[config.mk]
export PLATFORM = sky130hd
export DESIGN_NAME = piso_frame_tx
export DESIGN_NICKNAME = d
export VERILOG_FILES = /design/src/rtl/piso_frame_tx.sv
export SDC_FILE = /design/constraint.sdc
export NUM_CORES = 1
export LEC_CHECK = 0
export CAP_MARGIN = 15
export CORE_ASPECT_RATIO = 1.1
export CORE_MARGIN = 8
export CORE_UTILIZATION = 55
export DETAILED_ROUTE_END_ITERATION = 10
export PLACE_DENSITY_LB_ADDON = 0.25
export SYNTH_ARGS = -nofsm -noshare
export SYNTH_HDL_FRONTEND = slang
export SYNTH_SLANG_ARGS = --single-unit
[constraint.sdc]
create_clock -name clk -period 1.94 [get_ports clk]
set_input_delay 0.291 -clock clk [delete_from_list [all_inputs] [get_ports clk]]
set_output_delay 0.291 -clock clk [all_outputs]
set_load 0.01 [all_outputs]
[src/rtl/piso_frame_tx.sv]
// Frame transmitter: accepts NWORDS-word frames over valid/ready and emits them
// one word per cycle, with a one-frame hold buffer for gapless back-to-back frames.
module piso_frame_tx #(
  parameter int WIDTH  = 16,
  parameter int NWORDS = 8
) (
  input  logic                      clk,
  input  logic                      rst,
  input  logic                      in_valid_i,
  output logic                      in_ready_o,
  input  logic [WIDTH*NWORDS-1:0]   in_data_i,
  output logic                      start_o,
  output logic [WIDTH-1:0]          sdo_o,
  output logic                      sdo_valid_o,
  output logic                      busy_o,
  output logic                      done_o
);

  localparam int FW = WIDTH * NWORDS;
  localparam int CW = $clog2(NWORDS);

  typedef enum logic {
    IDLE = 1'b0,
    SEND = 1'b1
  } state_t;

  state_t          state_q, state_d;
  logic [FW-1:0]   shift_q, shift_d;
  logic [FW-1:0]   hold_q, hold_d;
  logic            hold_full_q, hold_full_d;
  logic [CW-1:0]   cnt_q, cnt_d;
  logic            done_q, done_d;

  logic            xfer;
  logic            last_word;
  logic            sending;

  // in_ready depends only on the hold flag and reset, never on in_valid.
  assign in_ready_o = !hold_full_q && !rst;
  assign xfer       = in_valid_i && in_ready_o;
  assign last_word  = (cnt_q == CW'(NWORDS - 1));

  // Outputs are forced quiet while rst is high, even before the reset edge lands.
  assign sending     = (state_q == SEND) && !rst;
  assign sdo_valid_o = sending;
  assign busy_o      = sending;
  assign sdo_o       = sending ? shift_q[WIDTH-1:0] : '0;
  assign start_o     = sending && (cnt_q == '0);
  assign done_o      = done_q && !rst;

  always_comb begin
    // NOTE: every variable gets a default first so no path leaves it unassigned, which would infer a latch.
    state_d     = state_q;
    shift_d     = shift_q;
    hold_d      = hold_q;
    hold_full_d = hold_full_q;
    cnt_d       = cnt_q;
    done_d      = 1'b0;

    unique case (state_q)
      IDLE: begin
        if (xfer) begin
          shift_d = in_data_i;
          cnt_d   = '0;
          state_d = SEND;
        end
      end
      SEND: begin
        if (last_word) begin
          done_d = 1'b1;
          if (hold_full_q) begin
            shift_d     = hold_q;
            hold_full_d = 1'b0;
            cnt_d       = '0;
          end else if (xfer) begin
            shift_d = in_data_i;
            cnt_d   = '0;
          end else begin
            cnt_d   = '0;
            state_d = IDLE;
          end
        end else begin
          shift_d = shift_q >> WIDTH;
          cnt_d   = cnt_q + CW'(1);
          // in_ready is low while hold is full, so this never overwrites a held frame.
          if (xfer) begin
            hold_d      = in_data_i;
            hold_full_d = 1'b1;
          end
        end
      end
      default: state_d = IDLE;
    endcase
  end

  always_ff @(posedge clk) begin
    // NOTE: sequential state uses non-blocking assignments so every register samples pre-edge values.
    if (rst) begin
      // NOTE: the data registers are cleared too, so a discarded frame never lingers in the datapath.
      state_q     <= IDLE;
      shift_q     <= '0;
      hold_q      <= '0;
      hold_full_q <= 1'b0;
      cnt_q       <= '0;
      done_q      <= 1'b0;
    end else begin
      state_q     <= state_d;
      shift_q     <= shift_d;
      hold_q      <= hold_d;
      hold_full_q <= hold_full_d;
      cnt_q       <= cnt_d;
      done_q      <= done_d;
    end
  end

endmodule

==> metrics.txt <==
Port Buffers around 150; Setup crit start kind flip-flop; First-pass DRT Iterations 5; Post-synth EDFFs 0; P&R area growth vs syn 24.5%; CTS tree built; MaxCap Viol Count 0; Root Buffer clkbuf_16; Via density 6.23; # nets final approximately 1400; Clock Sinks ~260; worst slew pin tran approximately 0.63 ns; most common flop cell mapped by yosys dfxtp_1; CTS H-tree lvls 1; worst hold path type input pin to flip-flop; DP Wirelength roughly 21000 um; first-pass GRT wire length 52300 um; crit-path max FO 3; CTS Hold Bufs 0; CP cell instances nor2_4 > clkdlybuf4s50_1; Worst EP required about 1.7 ns; Sum Neg Setup Slack 0 ns; # diodes 0; FP Rows 56; initial antenna violation count 0; Cell Pwr Density ~900 nW/um2; DRC violations left 0; Synth area leader dfxtp_1; final wirelength about 34000 um; run status finished clean; total CTS buffers 27; clk_lat worst skew 0.53 ns; sequential fraction of the synthesis area between 40% and 50%; ys async rst share 0%; Max Clk Rate around 530 MHz; number of global-route vias before repair roughly 10000; initial cell density of the core between 50 and 60%; register bit total from synthesis roughly 260; Post-Syn Nets between 1000 and 1500; Die Wd approximately 160 um; 1st-iter DRT viols 705; gpl congestion between 0.8 and 0.9; CP max stage cell clkdlybuf4s50_1; WP data arrival between 1.5 and 2 ns; top cell type's share of synthesized area between 40% and 50%; Cell Area, Synth approximately 12000 um2; Critical Path Max Stage Delay 0.56 ns; clk slew on worst S/H paths roughly 0.06 ns; Die Ht ~170 um; crit path kind flip-flop to output port; Final Setup Violations 0; ANT nets after route 0; normalized max-slew margin between 50% and 60%; fin worst setup slack approximately 0.054 ns; count of cell types in the netlist 35; largest net degree at the start of global routing around 110; top cells by area, synth dfxtp_1 (44%), a311oi_1 (8.2%), o32ai_1 (8.2%), mux2_2 (8.1%), nand2_1 (7.6%); global route overflow 0; Mapped Cells around 1200; WL per Instance roughly 21 um; ratio of cells with drive above 1 in the final layout between 10% and 20%; leak pwr 5.56 nW; period utilization 97.2%; maximum vdd ir drop ~0.00061 V; minimum clock period roughly 1.9 ns; via count 10112; Max clock buf depth 3; Place WS -0.0488 ns; core area between 20000 and 25000 um2; Final Skew 0.00526 ns; synthesized area per cell 9.81 um2; CP Capture Type output port; final slew viol count 0; I/O pin cnt between 150 and 200; gr usage total 23.9%; Synth warnings 0; Hold WS approximately 0.25 ns; die area ~27000 um2; Hold Fails Final Rpt 0
==> routing by layer <==
layer	up-vias	track usage [%]	share of wire, %
li1	4685	-	-
met1	4956	30.1	41
met2	396	40.2	49
met3	75	4.06	6.8
met4	0	9.49	3.7
met5	-	0	0
==> critical path: cells and delay by family (launching register included) <==
family | cells | cell delay [ns]
and+or+nand+nor | 1 | 0.16
buffers and inverters | 1 | 0.56
DFF | 1 | 0.35
==> Yosys cell counts, types with 6 or more instances <==
master    instances
a311oi_1        111
o32ai_1         111
and2_1           16
buf_6            15
buf_4             6
a22oi_1          16
mux2_4           40
clkbuf_1         54
nand2_1         242
mux2_2           86
nor2b_1         129
buf_2            54
o21ai_0          17
dfxtp_1         262
a221oi_1         18
==> cell families (layout without fill, tap and decap cells) <==
| family | Yosys count | count (layout) | synth area share (%) |
|---|---|---|---|
| AO/OA/AOI/OAI | 278 | 278 | 19.7 |
| AND/OR/NAND/NOR | 405 | 405 | 16.4 |
| buffers and inverters | 136 | 255 | 6.00 |
| flip-flops | 262 | 262 | 44.1 |
| multiplexers | 129 | 129 | 13.4 |
| adder cells (fa/ha/maj) | 3 | 3 | 0.316 |
==> placed cells by master, fill, tap and decap left out, types with 3 or more instances in the layout <==
cell type / Yosys / layout
mux2_4: 40 / 40
a22oi_1: 16 / 16
a221oi_1: 18 / 18
inv_1: 4 / 3
mux2_2: 86 / 86
nand2b_1: 5 / 4
clkdlybuf4s50_1: 0 / 131
mux2i_1: 3 / 3
clkinv_2: 0 / 5
and2_1: 16 / 16
a311oi_1: 111 / 111
nand2_1: 242 / 241
clkbuf_8: 0 / 9
clkbuf_16: 0 / 31
clkdlybuf4s15_1: 0 / 6
o21ai_0: 17 / 17
buf_4: 6 / 18
dlygate4sd2_1: 0 / 10
o32ai_1: 111 / 111
nor2b_1: 129 / 128
buf_12: 0 / 28
dfxtp_1: 262 / 261
clkbuf_1: 54 / 6
==> final cells by class <==
cell class	instances	area, um2
clock buffers	41	808
clock inverters	5	50.0
fillers	1675	6490
inverters	4	16.3
multi-input cells	815	5980
flip-flops and latches	262	5250
well taps	290	363
repair buffers	205	2350
==> timing repair <==
action                     CTS  global route
gates cloned                 0             5
setup endpoints to repair   19            54
gates resized for setup     25            15
buffers inserted             0             4
==> metrics by stage <==
stage / std cells / util, % / instance area, um2 / power (mW)
after detailed placement: 1567 / 64.8 / 13800 / 8.14
after floorplan: 1213 / - / 11900 / 7.30
after CTS: 1613 / 68.8 / 14700 / 13.1
final: 1622 / 69.5 / 14800 / 13.2
after global placement: 1567 / 64.8 / 13800 / 8.09
after global routing: 1622 / 69.5 / 14800 / 13.7
==> power breakdown <==
group | internal, mW | switching [mW] | leakage (nW) | total (mW)
sequential | 5.81 | 0.297 | 2.15 | 6.11
combinational | 1.04 | 1.01 | 2.99 | 2.05
clock | 2.97 | 2.08 | 0.427 | 5.05
total | 9.82 | 3.38 | 5.56 | 13.2
==> final timing paths <==
check,startpoint,endpoint,slack [ns],cells past startpoint
worst max register to register,cnt_q[0],shift_q[51],0.08,8
worst min register to register,shift_q[8],shift_q[8],0.47,2
worst max-delay path,hold_full_q,in_ready_o,0.05,2
worst min-delay path,rst,cnt_q[1],0.25,3
==> registers in the layout (all words and copies together), names as in the netlist <==
name and cells:
cnt_q 3, done_q 1, hold_full_q 1, hold_q 128, shift_q 128, state_q 1
(Power assumes the default switching activity.)
